$ cat src/rtl/simon_pkt_serialiser.sv
// Packet-to-byte serialiser: captures one output packet from the SIMON output stage
// and streams it MSB byte first over a valid/ready byte link, optionally followed by an XOR checksum.
module simon_pkt_serialiser #(
    parameter int N        = 24,
    parameter bit CHECKSUM = 1'b1,
    localparam int PKT_BYTES = N / 2 + 2,
    localparam int IDX_W     = $clog2(PKT_BYTES)
) (
    input  logic                   clk,
    input  logic                   nR,
    input  logic                   out_donePKT,
    input  logic [8*PKT_BYTES-1:0] out,
    output logic                   out_readPKT,
    output logic [7:0]             tx_data,
    output logic                   tx_valid,
    input  logic                   tx_ready,
    output logic                   tx_last,
    output logic                   busy
);

    typedef enum logic [1:0] {
        S_IDLE = 2'd0,
        S_SEND = 2'd1,
        S_CSUM = 2'd2
    } state_t;

    state_t                 state_reg, state_next;
    logic [8*PKT_BYTES-1:0] pkt_reg, pkt_next;
    logic [IDX_W-1:0]       idx_reg, idx_next;
    logic                   read_reg, read_next;
    logic                   valid_reg, valid_next;
    logic                   busy_reg, busy_next;

    logic [7:0] byte_w [PKT_BYTES];
    logic [7:0] csum_w;
    logic       xfer_w;

    genvar gi;
    generate
        for (gi = 0; gi < PKT_BYTES; gi++) begin : g_bytes
            assign byte_w[gi] = pkt_reg[8*gi +: 8];
        end
    endgenerate

    // Purely a function of the captured buffer, so it cannot drift while the frame is in flight.
    always_comb begin
        csum_w = '0;
        for (int i = 0; i < PKT_BYTES; i++) begin
            csum_w = csum_w ^ byte_w[i];
        end
    end

    assign xfer_w = valid_reg && tx_ready;

    always_comb begin
        state_next = state_reg;
        pkt_next   = pkt_reg;
        idx_next   = idx_reg;
        read_next  = 1'b0;
        valid_next = valid_reg;
        busy_next  = busy_reg;
        tx_data    = 8'h00;
        tx_last    = 1'b0;
        case (state_reg)
            S_IDLE: begin
                if (out_donePKT) begin
                    pkt_next   = out;
                    idx_next   = IDX_W'(PKT_BYTES - 1);
                    read_next  = 1'b1;
                    valid_next = 1'b1;
                    busy_next  = 1'b1;
                    state_next = S_SEND;
                end
            end
            S_SEND: begin
                tx_data = byte_w[idx_reg];
                tx_last = !CHECKSUM && (idx_reg == '0);
                if (xfer_w) begin
                    if (idx_reg != '0) begin
                        idx_next = idx_reg - 1'b1;
                    end else if (CHECKSUM) begin
                        state_next = S_CSUM;
                    end else begin
                        state_next = S_IDLE;
                        valid_next = 1'b0;
                        busy_next  = 1'b0;
                    end
                end
            end
            S_CSUM: begin
                tx_data = csum_w;
                tx_last = 1'b1;
                if (xfer_w) begin
                    state_next = S_IDLE;
                    valid_next = 1'b0;
                    busy_next  = 1'b0;
                end
            end
            default: begin
                state_next = S_IDLE;
                valid_next = 1'b0;
                busy_next  = 1'b0;
            end
        endcase
    end

    always_ff @(posedge clk or negedge nR) begin
        if (!nR) begin
            state_reg <= S_IDLE;
            pkt_reg   <= '0;
            idx_reg   <= '0;
            read_reg  <= 1'b0;
            valid_reg <= 1'b0;
            busy_reg  <= 1'b0;
        end else begin
            state_reg <= state_next;
            pkt_reg   <= pkt_next;
            idx_reg   <= idx_next;
            read_reg  <= read_next;
            valid_reg <= valid_next;
            busy_reg  <= busy_next;
        end
    end

    assign out_readPKT = read_reg;
    assign tx_valid    = valid_reg;
    assign busy        = busy_reg;

endmodule
$ cat config.mk
export PLATFORM = sky130hd
export DESIGN_NAME = simon_pkt_serialiser
export DESIGN_NICKNAME = d
export VERILOG_FILES = /design/src/rtl/simon_pkt_serialiser.sv
export SDC_FILE = /design/constraint.sdc
export NUM_CORES = 1
export LEC_CHECK = 0
export CELL_PAD_IN_SITES_DETAIL_PLACEMENT = 0
export CELL_PAD_IN_SITES_GLOBAL_PLACEMENT = 2
export CORE_ASPECT_RATIO = 2
export CORE_UTILIZATION = 39
export CTS_CLUSTER_DIAMETER = 200
export DETAILED_ROUTE_END_ITERATION = 10
export PLACE_DENSITY_LB_ADDON = 0.1
export SLEW_MARGIN = 5
export SYNTH_ARGS = -nofsm -noshare
export SYNTH_HDL_FRONTEND = slang
export SYNTH_SLANG_ARGS = --single-unit
$ cat constraint.sdc
create_clock -name clk -period 3.6 [get_ports clk]
set_input_delay 0.72 -clock clk [delete_from_list [all_inputs] [get_ports clk]]
set_output_delay 0.72 -clock clk [all_outputs]
set_load 0.05 [all_outputs]
# Yosys cells after proc, flatten, opt, wreduce, memory -nomap -nowiden
# Cells that the tools add are included.
[word_totals] register_bits=120 input_bits=116 output_inout_bits=12 wordCells=56
[op_classes] add_sub_neg=1 order_cmp=1 eq_ne=7 mux=19 n_bitwise=15 reduce_logical=8
[op_table] cell="$xor 8x8->8" n=13
[op_table] cell="$bmux 8 s4" n=1
[op_table] cell="$mux 8" n=2
[op_table] cell="$pmux 8 s2" n=1
[op_table] cell="$mux 4" n=3
[op_table] cell="$ne 2x2->1 const B" n=5
[op_table] cell="$mux 2" n=4
[op_table] cell="$pmux 4 s2" n=1
[op_table] cell="$reduce_and 4->1" n=2
[op_table] cell="$pmux 2 s3" n=1
[op_table] cell="$ge 5x5->1 const B" n=1
[op_table] cell="$mux 1" n=5
[op_table] cell="$not 4->5" n=1
[op_table] cell="$reduce_bool 4->1" n=1
[op_table] cell="$sub 4x1->4 const B" n=1
[op_table] cell="$pmux 1 s3" n=1
[op_table] cell="$reduce_and 3->1" n=1
[op_table] cell="$eq 2x1->1 const B" n=1
[op_table] cell="$eq 2x2->1 const B" n=1
[op_table] cell="$logic_not 2->1" n=1
[op_table] cell="$reduce_and 2->1" n=1
[op_table] cell="$reduce_bool 2->1" n=1
[op_table] cell="$logic_and 1x1->1" n=1
[op_table] cell="$not 1->1" n=1

# Longest topological paths before layout
# Gate-level depths: netlist of the first run.
[logic_depth] depth_word=14 ltp_mapped=9

# Least setup slack after synthesis of the first run
# No wires, ideal clock.
[synth_path] path_type="register -> output" start="register state_reg[1]" end="output tx_data[2]" arrival_time_ns=2.405 required_ns=2.880 path_slack_ns=0.475 stages_incl_launch_ff=6 n_path_buf=1 cell_sequence="dfrtp_1 inv_1 ha_1 clkbuf_1 nand2_1 o32ai_1"
[synth_via] elab_chain_len=2
[synth_rtl] item="from (decl)" line_no="27" text="state_t state_reg, state_next;"
[synth_rtl] item="from (signal assigned)" line_no="116" text="state_reg <= state_next;"
[synth_rtl] item="$eq 2x2->1 / $eq 2x1->1 (equally long branches)" line_no="64" text="case (state_reg)"
[synth_rtl] item="$pmux 8 s2 (*)" line_no="64"
[synth_rtl] item="to (decl)" line_no="14" text="output logic [7:0] tx_data,"
# Mark *: on every way between the ends. The rest lies on a longest branch, timed or not.

# Final worst setup path of the first run
[layout_path] start="register idx_reg[1]" end="output tx_data[1]"
[layout_via] elab_chain_len=5
[layout_rtl] item="from (decl)" line_no="29" text="logic [IDX_W-1:0] idx_reg, idx_next;"
[layout_rtl] item="from (signal assigned)" line_no="118" text="idx_reg <= idx_next;"
[layout_rtl] item="$not 4->5 (implied by the code)" line_no="76" text="tx_data = byte_w[idx_reg];"
[layout_rtl] item="$bmux 8 s4" line_no="76"
[layout_rtl] item="$mux 8 (implied by the code) (2 in a row)" line_no="76"
[layout_rtl] item="$pmux 8 s2" line_no="64"
# Every way passes these cells. The select of a mux whose other input is x is not followed.

==> results of run 1 <==
## kinds of logic (layout without fill, tap and decap cells)
kind of cell / after synthesis / count (layout)
fa+ha+maj: 4 / 4
flops: 120 / 120
buf+inv: 31 / 177
mux: 149 / 149
xor+xnor: 88 / 88
compound gates: 32 / 32
simple gates: 35 / 35
## metal layers
layer	global-route usage	vias up	part of all wire
li1	-	1956	-
met1	0.212	2150	0.36
met2	0.360	94	0.59
met3	0.0341	16	0.032
met4	0.0705	0	0.018
met5	0	-	0
## cell type report
class	instances	area share
clock buffer	21	0.0532
clock inverter	11	0.0165
inverter	7	0.00297
multi-input combinational	308	0.393
sequential	120	0.339
tap	207	0.0293
timing repair buffer	138	0.166
## layout by cell type (no fill, tap or decap), types with 2 or more instances in the layout
master                            count
sky130_fd_sc_hd__a21oi_1              3
sky130_fd_sc_hd__a221oi_1             4
sky130_fd_sc_hd__and3_1               4
sky130_fd_sc_hd__buf_12              11
sky130_fd_sc_hd__buf_4                9
sky130_fd_sc_hd__bufinv_16            3
sky130_fd_sc_hd__clkbuf_16           17
sky130_fd_sc_hd__clkbuf_8             3
sky130_fd_sc_hd__clkdlybuf4s50_1    118
sky130_fd_sc_hd__clkinv_1             2
sky130_fd_sc_hd__clkinv_2             3
sky130_fd_sc_hd__clkinv_4             3
sky130_fd_sc_hd__clkinvlp_4           2
sky130_fd_sc_hd__dfrtp_1            120
sky130_fd_sc_hd__ha_1                 4
sky130_fd_sc_hd__inv_1                4
sky130_fd_sc_hd__mux2_2             116
sky130_fd_sc_hd__mux2i_1              8
sky130_fd_sc_hd__mux4_1              12
sky130_fd_sc_hd__mux4_2              12
sky130_fd_sc_hd__nand2_1             19
sky130_fd_sc_hd__nor2b_1              4
sky130_fd_sc_hd__o21ai_0              4
sky130_fd_sc_hd__o221a_1              4
sky130_fd_sc_hd__o22ai_1              5
sky130_fd_sc_hd__o32ai_1              4
sky130_fd_sc_hd__xnor2_1             72
sky130_fd_sc_hd__xnor3_1             16
## worst paths after layout
path                                           endpoint  slack (ns)  cells after the start
max in group asynchronous       pkt_reg[62]$_DFFE_PN0P_        2.45                      2
worst max register to register   idx_reg[3]$_DFFE_PN0P_        1.00                      6
worst max-delay path                         tx_data[1]        0.26                      6
worst min-delay path            pkt_reg[29]$_DFFE_PN0P_        0.40                      1
worst min register to register  pkt_reg[54]$_DFFE_PN0P_        0.55                      1
min in group clk                pkt_reg[54]$_DFFE_PN0P_        0.55                      1
## per-stage QoR
stage / setup WS (ns) / cell area [um^2]
after floorplan: 0.475 / 6670
after global placement: 0.697 / 8230
after detailed placement: 0.667 / 8230
after CTS: 0.212 / 8850
after global routing: 0.102 / 8850
final: 0.265 / 8850
## power by group through the flow
stage	registers (mW)	clock network (mW)	logic [mW]
final	2.80	1.75	5.71
after global placement	2.82	0	5.70
after detailed placement	2.85	0	5.75
after CTS	2.83	1.80	5.78
after floorplan	2.55	0	4.76
after global routing	2.91	1.86	6.10
## critical path, delay by kind of cell, from the launching register on
kind	cells	cell delay, ns
AOI/OAI and AO/OA	2	0.35
buffers and inverters	2	0.51
muxes	2	0.71
DFF	1	0.63
==> impl_metrics.env, run 1 <==
export IMPL_cp_slowest_stage_delay_ns=0.63
export IMPL_final_hold_viol_count=0
export IMPL_clock_tree_buffer_depth=2
export IMPL_tritoncts_num_buffers=17
export IMPL_fin_worst_hold_slack_ns=0.405
export IMPL_r2r_start="idx_reg[0]$_DFFE_PN0P_"
export IMPL_share_of_layout_cells_above_drive_strength_1=0.309
export IMPL_synth_enable_flop_cells=0
export IMPL_grt_start_max_net_pins=69
export IMPL_post_synth_num_cell_types=44
export IMPL_synth_warning_count=0
export IMPL_timing_max_transition_violations_final=0
export IMPL_power_density_mw_per_mm2=1160
export IMPL_boundaryPins=128
export IMPL_yosys_area_top_type_share=0.450
export IMPL_synth_seq_area_share=0.450
export IMPL_largest_register_ff_count=112
export IMPL_route_detailed_vias_per_inst=5.19
export IMPL_postCtsHoldBufs=0
export IMPL_critical_path_arrival_ns=2.62
export IMPL_synth_top_flop_cell="sky130_fd_sc_hd__dfrtp_1"
export IMPL_route_detailed_drc=0
export IMPL_run_status="finished clean"
export IMPL_grtUsageTotal=0.193
export IMPL_ff_latch_area_mm2=0.00300
export IMPL_clk_transition_reported_paths_ns=0.06
export IMPL_count_of_state_elements_after_synthesis=120
export IMPL_finalWeightedCongestion=0.745
export IMPL_cp_start_kind="flip-flop"
export IMPL_hold_path_class="in2async"
export IMPL_detail_route_first_pass_iterations=4
export IMPL_synthMuxAreaShare=0.298
export IMPL_detail_route_wirelength_mm=15.8
export IMPL_grt_overflow_total=0
export IMPL_area_of_the_multi_input_gates_mm2=0.00347
export IMPL_layout_worst_path_cycle_share=0.926
export IMPL_switchingPower_mw=3.31
export IMPL_timing_critical_path_cells="buf_4, mux4_1, mux2i_1, o221a_1, o22ai_1, buf_12"
export IMPL_power_share_clock=0.171
export IMPL_worst_slew_pin_transition_ns=0.920
export IMPL_detailedRoute_firstIterationViolations=89
export IMPL_worst_setup_sp="idx_reg[1]$_DFFE_PN0P_"
export IMPL_setup_violations=0
export IMPL_initial_utilization=0.398
export IMPL_synth_adder_area_share=0.00750
export IMPL_core_rowCount=67
export IMPL_peakVddDrop_mv=0.592
export IMPL_floorplan_die_area_mm2=0.0177
export IMPL_netlist_area_mm2=0.00667
export IMPL_post_cts_resized=0
export IMPL_floorplan_core_area_mm2=0.0168
export IMPL_htreeDepth=4
export IMPL_detail_route_wl_per_cell_um=19.5
export IMPL_pwr_share_comb=0.557
export IMPL_clk_insertion_delay_late_ns=0.41
export IMPL_avgSynthCellArea_um2=14.5
export IMPL_max_freq_mhz=300
export IMPL_synthesis_instances=459
export IMPL_synth_compound_area_share=0.0399
export IMPL_leakage_nw=3.59
export IMPL_asyncSetResetFlopFracSynth=1.00
export IMPL_fill_cells=1494
export IMPL_antenna_found_initial=0
export IMPL_worst_clock_skew_ns=0.00678
export IMPL_grt_pass1_wl_mm=25.1
export IMPL_setup_tns_ns=0
export IMPL_first_global_vias=4751
export IMPL_crit_type="reg2out"
export IMPL_post_cts_buffers=0
export IMPL_ant_nets=0
export IMPL_cap_viol_max_count=0
export IMPL_place_inst=780
export IMPL_timing_final_crit_period_ns=3.34
export IMPL_layout_area_overhead_vs_synth_pct=32.6
export IMPL_finish_cell_count_without_fillers=812
export IMPL_clockRootBuffer="sky130_fd_sc_hd__clkbuf_16"
export IMPL_swShare=0.323
export IMPL_num_antenna_cells=0
export IMPL_netlist_top_cell_by_area="sky130_fd_sc_hd__dfrtp_1"
export IMPL_critical_path_required_ns=2.88
export IMPL_critical_path_slowest_cell="sky130_fd_sc_hd__dfrtp_1"
export IMPL_final_util=0.528
export IMPL_port_buffers=127
export IMPL_mappedNetlistNets=579
export IMPL_rsz0062_at_grt="no"
export IMPL_die_width_um=94.5
export IMPL_synth_top_cells_by_area="sky130_fd_sc_hd__dfrtp_1, sky130_fd_sc_hd__mux2_2, sky130_fd_sc_hd__xnor2_1, sky130_fd_sc_hd__xnor3_1, sky130_fd_sc_hd__mux4_1"
export IMPL_yosys_cell_count_top_type="sky130_fd_sc_hd__dfrtp_1"
export IMPL_yosys_top_cells_count="sky130_fd_sc_hd__dfrtp_1, sky130_fd_sc_hd__mux2_2, sky130_fd_sc_hd__xnor2_1, sky130_fd_sc_hd__nand2_1, sky130_fd_sc_hd__xnor3_1"
export IMPL_crit_path_max_fanout=10
export IMPL_detailroute_via_count=4216
export IMPL_p_seq_frac=0.272
export IMPL_internal_power_mw=6.95
export IMPL_worst_slew_margin_rel=0.387
export IMPL_synth_top_family_by_area="multiplexers"
export IMPL_critical_path_endpoint_type="primary output"
export IMPL_chipHeight_um=187
export IMPL_cts_tree="yes"
export IMPL_p_total_mw=10.3
export IMPL_hpwl_after_detailed_placement_mm=11.8
export IMPL_yosys_area_share_simple=0.0266
export IMPL_nets=712
export IMPL_cts_sink_count=120
export IMPL_xor_xnor_cell_area_share_of_the_yosys_netlist=0.149
No activity file was read; power rests on OpenSTA's default activity.
==> inputs of run 2 (changes only) <==
--- a/config.mk
+++ b/config.mk
@@ -11,7 +11,7 @@
 export CORE_UTILIZATION = 39
 export CTS_CLUSTER_DIAMETER = 200
 export DETAILED_ROUTE_END_ITERATION = 10
-export PLACE_DENSITY_LB_ADDON = 0.1
+export PLACE_DENSITY = 0.91
 export SLEW_MARGIN = 5
 export SYNTH_ARGS = -nofsm -noshare
 export SYNTH_HDL_FRONTEND = slang
==> run 2 against run 1 <==
Worst hold slack got worse by 0.10 ns; fmax barely moved; sequential cell count did not move; final area decreased by 0.61%; sequential share of layout area up 0.21 points; utilization shrank 0.32 points; register-to-register slack barely moved; routed wire length is essentially flat; via count up 1.5%; global-route usage up 0.18 points; power is 0.52% higher; largest cell class unchanged; highest routed layer unchanged.
==> impl_metrics.env, run 2 (same netlist as run 1, synthesis figures left out) <==
export IMPL_run_status="finished clean"
export IMPL_internal_power_mw=6.90
export IMPL_grt_start_max_net_pins=73
export IMPL_crit_path_max_fanout=10
export IMPL_swShare=0.331
export IMPL_cap_viol_max_count=0
export IMPL_share_of_layout_cells_above_drive_strength_1=0.304
export IMPL_cts_sink_count=120
export IMPL_timing_reg2reg_setup_slack_ns=1.00
export IMPL_clockRootBuffer="sky130_fd_sc_hd__clkbuf_16"
export IMPL_pwr_share_comb=0.565
export IMPL_largest_register_ff_count=112
export IMPL_finalWeightedCongestion=0.757
export IMPL_grt_pass1_wl_mm=25.2
export IMPL_ant_nets=0
export IMPL_hold_path_class="in2async"
export IMPL_setup_tns_ns=0
export IMPL_htreeDepth=4
export IMPL_timing_final_crit_period_ns=3.33
export IMPL_dpl_cell_area_mm2=0.00820
export IMPL_core_rowCount=67
export IMPL_rr_endpoint="idx_reg[3]$_DFFE_PN0P_"
export IMPL_cp_start_kind="flip-flop"
export IMPL_clk_insertion_delay_late_ns=0.42
export IMPL_route_detailed_vias_per_inst=5.29
export IMPL_route_detailed_drc=0
export IMPL_crit_type="reg2out"
export IMPL_nets=709
export IMPL_setup_violations=0
export IMPL_layout_area_overhead_vs_synth_pct=31.8
export IMPL_hpwl_after_detailed_placement_mm=11.8
export IMPL_die_width_um=94.5
export IMPL_most_common_layout_cells="sky130_fd_sc_hd__dfrtp_1, sky130_fd_sc_hd__clkdlybuf4s50_1, sky130_fd_sc_hd__mux2_2"
export IMPL_initial_utilization=0.398
export IMPL_r2r_start="idx_reg[0]$_DFFE_PN0P_"
export IMPL_worst_slew_pin_transition_ns=0.705
export IMPL_critical_path_endpoint_type="primary output"
export IMPL_boundaryPins=128
export IMPL_fin_area_mm2=0.00879
export IMPL_grtUsageTotal=0.195
export IMPL_layout_worst_path_cycle_share=0.926
export IMPL_worstRegToRegCells=7
export IMPL_detail_route_first_pass_iterations=4
export IMPL_timing_max_transition_violations_final=0
export IMPL_port_buffers=127
export IMPL_leakage_nw=3.56
export IMPL_clk_transition_reported_paths_ns=0.06
export IMPL_chipHeight_um=187
export IMPL_floorplan_core_area_mm2=0.0168
export IMPL_switchingPower_mw=3.42
export IMPL_floorplan_die_area_mm2=0.0177
export IMPL_post_cts_buffers=0
export IMPL_peakVddDrop_mv=0.749
export IMPL_first_global_vias=4825
export IMPL_rsz0062_at_grt="no"
export IMPL_antenna_found_initial=0
export IMPL_power_density_mw_per_mm2=1170
export IMPL_critical_path_arrival_ns=2.61
export IMPL_num_antenna_cells=0
export IMPL_grt_overflow_total=0
export IMPL_power_share_clock=0.167
export IMPL_worst_slew_margin_rel=0.529
export IMPL_layout_cells_most_common="sky130_fd_sc_hd__dfrtp_1"
export IMPL_critical_path_required_ns=2.88
export IMPL_max_freq_mhz=300
export IMPL_postCtsHoldBufs=0
export IMPL_clock_tree_buffer_depth=2
export IMPL_fin_worst_hold_slack_ns=0.303
export IMPL_tritoncts_num_buffers=17
export IMPL_detailedRoute_firstIterationViolations=215
export IMPL_fill_cells=1474
export IMPL_detail_route_wl_per_cell_um=19.5
export IMPL_detail_route_wirelength_mm=15.8
export IMPL_final_hold_viol_count=0
export IMPL_p_seq_frac=0.269
export IMPL_worst_clock_skew_ns=0.0115
export IMPL_post_cts_resized=0
export IMPL_detailroute_via_count=4278
export IMPL_cts_tree="yes"
==> run 2: cell types whose count changed in the layout (fill, tap and decap cells not counted) <==
cell,previous run,this run
sky130_fd_sc_hd__buf_4,9,7
sky130_fd_sc_hd__clkbuf_8,3,1
sky130_fd_sc_hd__buf_12,11,10
sky130_fd_sc_hd__clkbuf_1,1,2
sky130_fd_sc_hd__clkinv_2,3,4
==> run 2: stage by stage <==
step           setup WS (ns)   util  total power [mW]  std cells
2_1_floorplan          0.475      -              7.31        459
6_report               0.268  0.525              10.3        809
5_1_grt                0.201  0.525              10.9        809
4_1_cts                0.211  0.525              10.4        809
3_3_place_gp           0.772  0.489              8.48        777
3_5_place_dp           0.665  0.489              8.59        777
==> run 2: worst max-delay path by stage <==
stage / endpoint / from / slack, ns / depth (start not counted)
3_3_place_gp: tx_data[3] / idx_reg[0]$_DFFE_PN0P_ / 0.77 / 6
3_5_place_dp: tx_data[3] / state_reg[1]$_DFFE_PN0P_ / 0.67 / 5
4_1_cts: tx_data[3] / state_reg[1]$_DFFE_PN0P_ / 0.21 / 5
2_1_floorplan: tx_data[2] / state_reg[1]$_DFFE_PN0P_ / 0.48 / 5
6_report: tx_data[7] / state_reg[1]$_DFFE_PN0P_ / 0.27 / 5
5_1_grt: tx_data[3] / state_reg[1]$_DFFE_PN0P_ / 0.20 / 5
==> run 2: metal layers <==
layer / global-route usage / share of wire / vias up
met5: 0 / 0 / -
met4: 0.0927 / 0.035 / 0
li1: - / - / 1951
met1: 0.199 / 0.34 / 2178
met2: 0.366 / 0.59 / 119
met3: 0.0370 / 0.031 / 30
==> run 2: power by group through the flow <==
stage / combinational [mW] / clock [mW] / sequential (mW)
floorplan: 4.76 / 0 / 2.55
global placement: 5.71 / 0 / 2.77
detailed placement: 5.79 / 0 / 2.81
CTS: 5.88 / 1.75 / 2.78
global route: 6.19 / 1.82 / 2.88
finish: 5.83 / 1.72 / 2.77
==> run 2: worst max-delay path: stages, from the launching register on <==
cell and delay, ns:
sky130_fd_sc_hd__dfrtp_1 0.40, sky130_fd_sc_hd__inv_1 0.11, sky130_fd_sc_hd__ha_1 0.40, sky130_fd_sc_hd__nand2_1 0.37
sky130_fd_sc_hd__o32ai_1 0.70, sky130_fd_sc_hd__buf_12 0.22
==> run 2: layout make-up <==
| class | count | area [um^2] | share of cell area |
|---|---|---|---|
| clock inverter | 12 | 151 | 0.0172 |
| timing repair buffer | 135 | 1430 | 0.163 |
| sequential | 120 | 3000 | 0.341 |
| clock buffer | 20 | 447 | 0.0508 |
| tap | 207 | 259 | 0.0294 |
| inverter | 7 | 26.3 | 0.00299 |
| multi-input combinational | 308 | 3470 | 0.395 |
==> inputs of run 3 (changes only) <==
--- a/config.mk
+++ b/config.mk
@@ -8,10 +8,11 @@
 export CELL_PAD_IN_SITES_DETAIL_PLACEMENT = 0
 export CELL_PAD_IN_SITES_GLOBAL_PLACEMENT = 2
 export CORE_ASPECT_RATIO = 2
-export CORE_UTILIZATION = 39
+export CORE_UTILIZATION = 33
 export CTS_CLUSTER_DIAMETER = 200
+export CTS_CLUSTER_SIZE = 16
 export DETAILED_ROUTE_END_ITERATION = 10
-export PLACE_DENSITY = 0.91
+export PLACE_DENSITY = 0.83
 export SLEW_MARGIN = 5
 export SYNTH_ARGS = -nofsm -noshare
 export SYNTH_HDL_FRONTEND = slang
==> constraint.sdc (replaced) <==
create_clock -name clk -period 2.85 [get_ports clk]
set_input_delay 0.855 -clock clk [delete_from_list [all_inputs] [get_ports clk]]
set_output_delay 0.855 -clock clk [all_outputs]
set_load 0.05 [all_outputs]
==> run 3 against run 2 <==
Die area rose by 18%; sequential share of layout area fell by 1.9 points; final cell count rose by 9.5%; utilization fell by 5.5 points; non-clock buffer count rose by 22; critical path depth rose by 1; worst hold slack improved by 0.11 ns; the run now ends with setup timing left; sequential power rose by 27%; via count rose by 2.2%; clock-buffer cell count rose by 1.
==> impl_metrics.env, run 3 (same netlist as run 1, synthesis figures left out) <==
export IMPL_chipHeight_um=203
export IMPL_violated_checks="setup timing"
export IMPL_power_density_mw_per_mm2=1500
export IMPL_cts_sink_count=120
export IMPL_max_freq_mhz=320
export IMPL_detail_route_wirelength_mm=17.1
export IMPL_worst_slew_pin_transition_ns=0.559
export IMPL_clockRootBuffer="sky130_fd_sc_hd__clkbuf_16"
export IMPL_finalWeightedCongestion=0.787
export IMPL_port_buffers=127
export IMPL_critical_path_arrival_ns=2.27
export IMPL_p_total_mw=14.0
export IMPL_detail_route_first_pass_iterations=4
export IMPL_tritoncts_num_buffers=17
export IMPL_peakVddDrop_mv=0.735
export IMPL_worst_clock_skew_ns=0.00622
export IMPL_nets=731
export IMPL_route_detailed_vias_per_inst=4.93
export IMPL_critical_path_endpoint_type="primary output"
export IMPL_route_detailed_drc=0
export IMPL_cts_tree="yes"
export IMPL_most_common_layout_cells="sky130_fd_sc_hd__dfrtp_1, sky130_fd_sc_hd__clkdlybuf4s50_1, sky130_fd_sc_hd__mux2_2"
export IMPL_core_rowCount=73
export IMPL_num_antenna_cells=0
export IMPL_clk_insertion_delay_late_ns=0.42
export IMPL_grt_start_max_net_pins=76
export IMPL_worstRegToRegCells=8
export IMPL_layout_area_overhead_vs_synth_pct=39.6
export IMPL_detailroute_via_count=4370
export IMPL_antenna_found_initial=0
export IMPL_hold_path_class="in2async"
export IMPL_final_hold_viol_count=0
export IMPL_timing_final_crit_period_ns=3.13
export IMPL_run_status="finished with violations"
export IMPL_leakage_nw=3.70
export IMPL_worst_slew_margin_rel=0.626
export IMPL_finalWorstSetupSlack_ns=-0.276
export IMPL_ff_latch_area_mm2=0.00301
export IMPL_timing_max_transition_violations_final=0
export IMPL_fin_area_mm2=0.00932
export IMPL_ant_nets=0
export IMPL_fill_cells=1765
export IMPL_first_global_vias=4954
export IMPL_grt_overflow_total=0
export IMPL_clk_transition_reported_paths_ns=0.06
export IMPL_crit_type="reg2out"
export IMPL_place_inst=844
export IMPL_clock_tree_buffer_depth=2
export IMPL_largest_register_ff_count=112
export IMPL_detail_route_wl_per_cell_um=19.3
export IMPL_htreeDepth=4
export IMPL_cap_viol_max_count=0
export IMPL_die_width_um=103
export IMPL_cp_start_kind="flip-flop"
export IMPL_dpl_cell_area_mm2=0.00839
export IMPL_initial_utilization=0.337
export IMPL_share_of_layout_cells_above_drive_strength_1=0.381
export IMPL_critical_path_required_ns=2.00
export IMPL_setup_violations=8
export IMPL_rsz0062_at_grt="yes"
export IMPL_floorplan_die_area_mm2=0.0208
export IMPL_boundaryPins=128
export IMPL_postCtsHoldBufs=0
export IMPL_layout_cells_most_common="sky130_fd_sc_hd__dfrtp_1"
export IMPL_layout_worst_path_cycle_share=1.10
export IMPL_area_of_the_multi_input_gates_mm2=0.00366
export IMPL_hpwl_after_detailed_placement_mm=12.5
export IMPL_finish_cell_count_without_fillers=886
export IMPL_detailedRoute_firstIterationViolations=129
export IMPL_crit_path_max_fanout=7
export IMPL_grt_pass1_wl_mm=26.8
export IMPL_floorplan_core_area_mm2=0.0198
export IMPL_grtUsageTotal=0.178
run 3: where the power goes:
part | switching, mW | total (mW) | leakage, nW | internal (mW)
combinational | 3.10 | 8.41 | 2.03 | 5.31
sequential | 0.938 | 3.52 | 1.40 | 2.58
clock | 0.784 | 2.02 | 0.261 | 1.24
total | 4.83 | 14.0 | 3.70 | 9.13
run 3: through the flow:
stage,utilization,setup slack [ns],hold WS (ns),TNS (ns)
after floorplan,-,-0.410,0.516,-1.94
after global placement,0.423,0.0658,0.527,0
after global routing,0.470,-0.340,0.446,-2.49
after CTS,0.469,-0.270,0.421,-2.07
after detailed placement,0.423,0.0657,0.543,0
final,0.470,-0.276,0.409,-1.86
run 3: worst max-delay path: stages (launching register included):
cell,delay (ns)
sky130_fd_sc_hd__dfrtp_2,0.48
sky130_fd_sc_hd__buf_12,0.17
sky130_fd_sc_hd__mux4_2,0.49
sky130_fd_sc_hd__mux2i_1,0.17
sky130_fd_sc_hd__o221a_1,0.25
sky130_fd_sc_hd__o22ai_4,0.11
sky130_fd_sc_hd__buf_12,0.18
run 3: repair_timing:
item                                    CTS  global route
buffers inserted                          6             3
gates resized for setup                  41            12
endpoints found under the setup margin    9             8
gates cloned                              3             1
pin swaps                                12            10
run 3: final timing paths:
path,from,end,slack [ns]
worst max-delay path,idx_reg[1]$_DFFE_PN0P_,tx_data[4],-0.28
worst min-delay path,nR,pkt_reg[89]$_DFFE_PN0P_,0.41
worst max register to register,idx_reg[0]$_DFFE_PN0P_,idx_reg[0]$_DFFE_PN0P_,0.52
worst min register to register,pkt_reg[57]$_DFFE_PN0P_,pkt_reg[57]$_DFFE_PN0P_,0.55
max in group asynchronous,nR,pkt_reg[0]$_DFFE_PN0P_,1.72
min in group clk,pkt_reg[57]$_DFFE_PN0P_,pkt_reg[57]$_DFFE_PN0P_,0.55
run 3: cell type report:
type | instances | area share
Multi-Input combinational cell | 308 | 0.393
Sequential cell | 120 | 0.323
Timing Repair Buffer | 157 | 0.186
Clock buffer | 21 | 0.0494
Tap cell | 262 | 0.0352
Clock inverter | 11 | 0.0107
Inverter | 7 | 0.00282
run 3: metal layers:
metal  part of all wire  track usage
met5                  0            0
met4              0.054        0.112
met3              0.032       0.0306
met2               0.56        0.316
met1               0.35        0.187
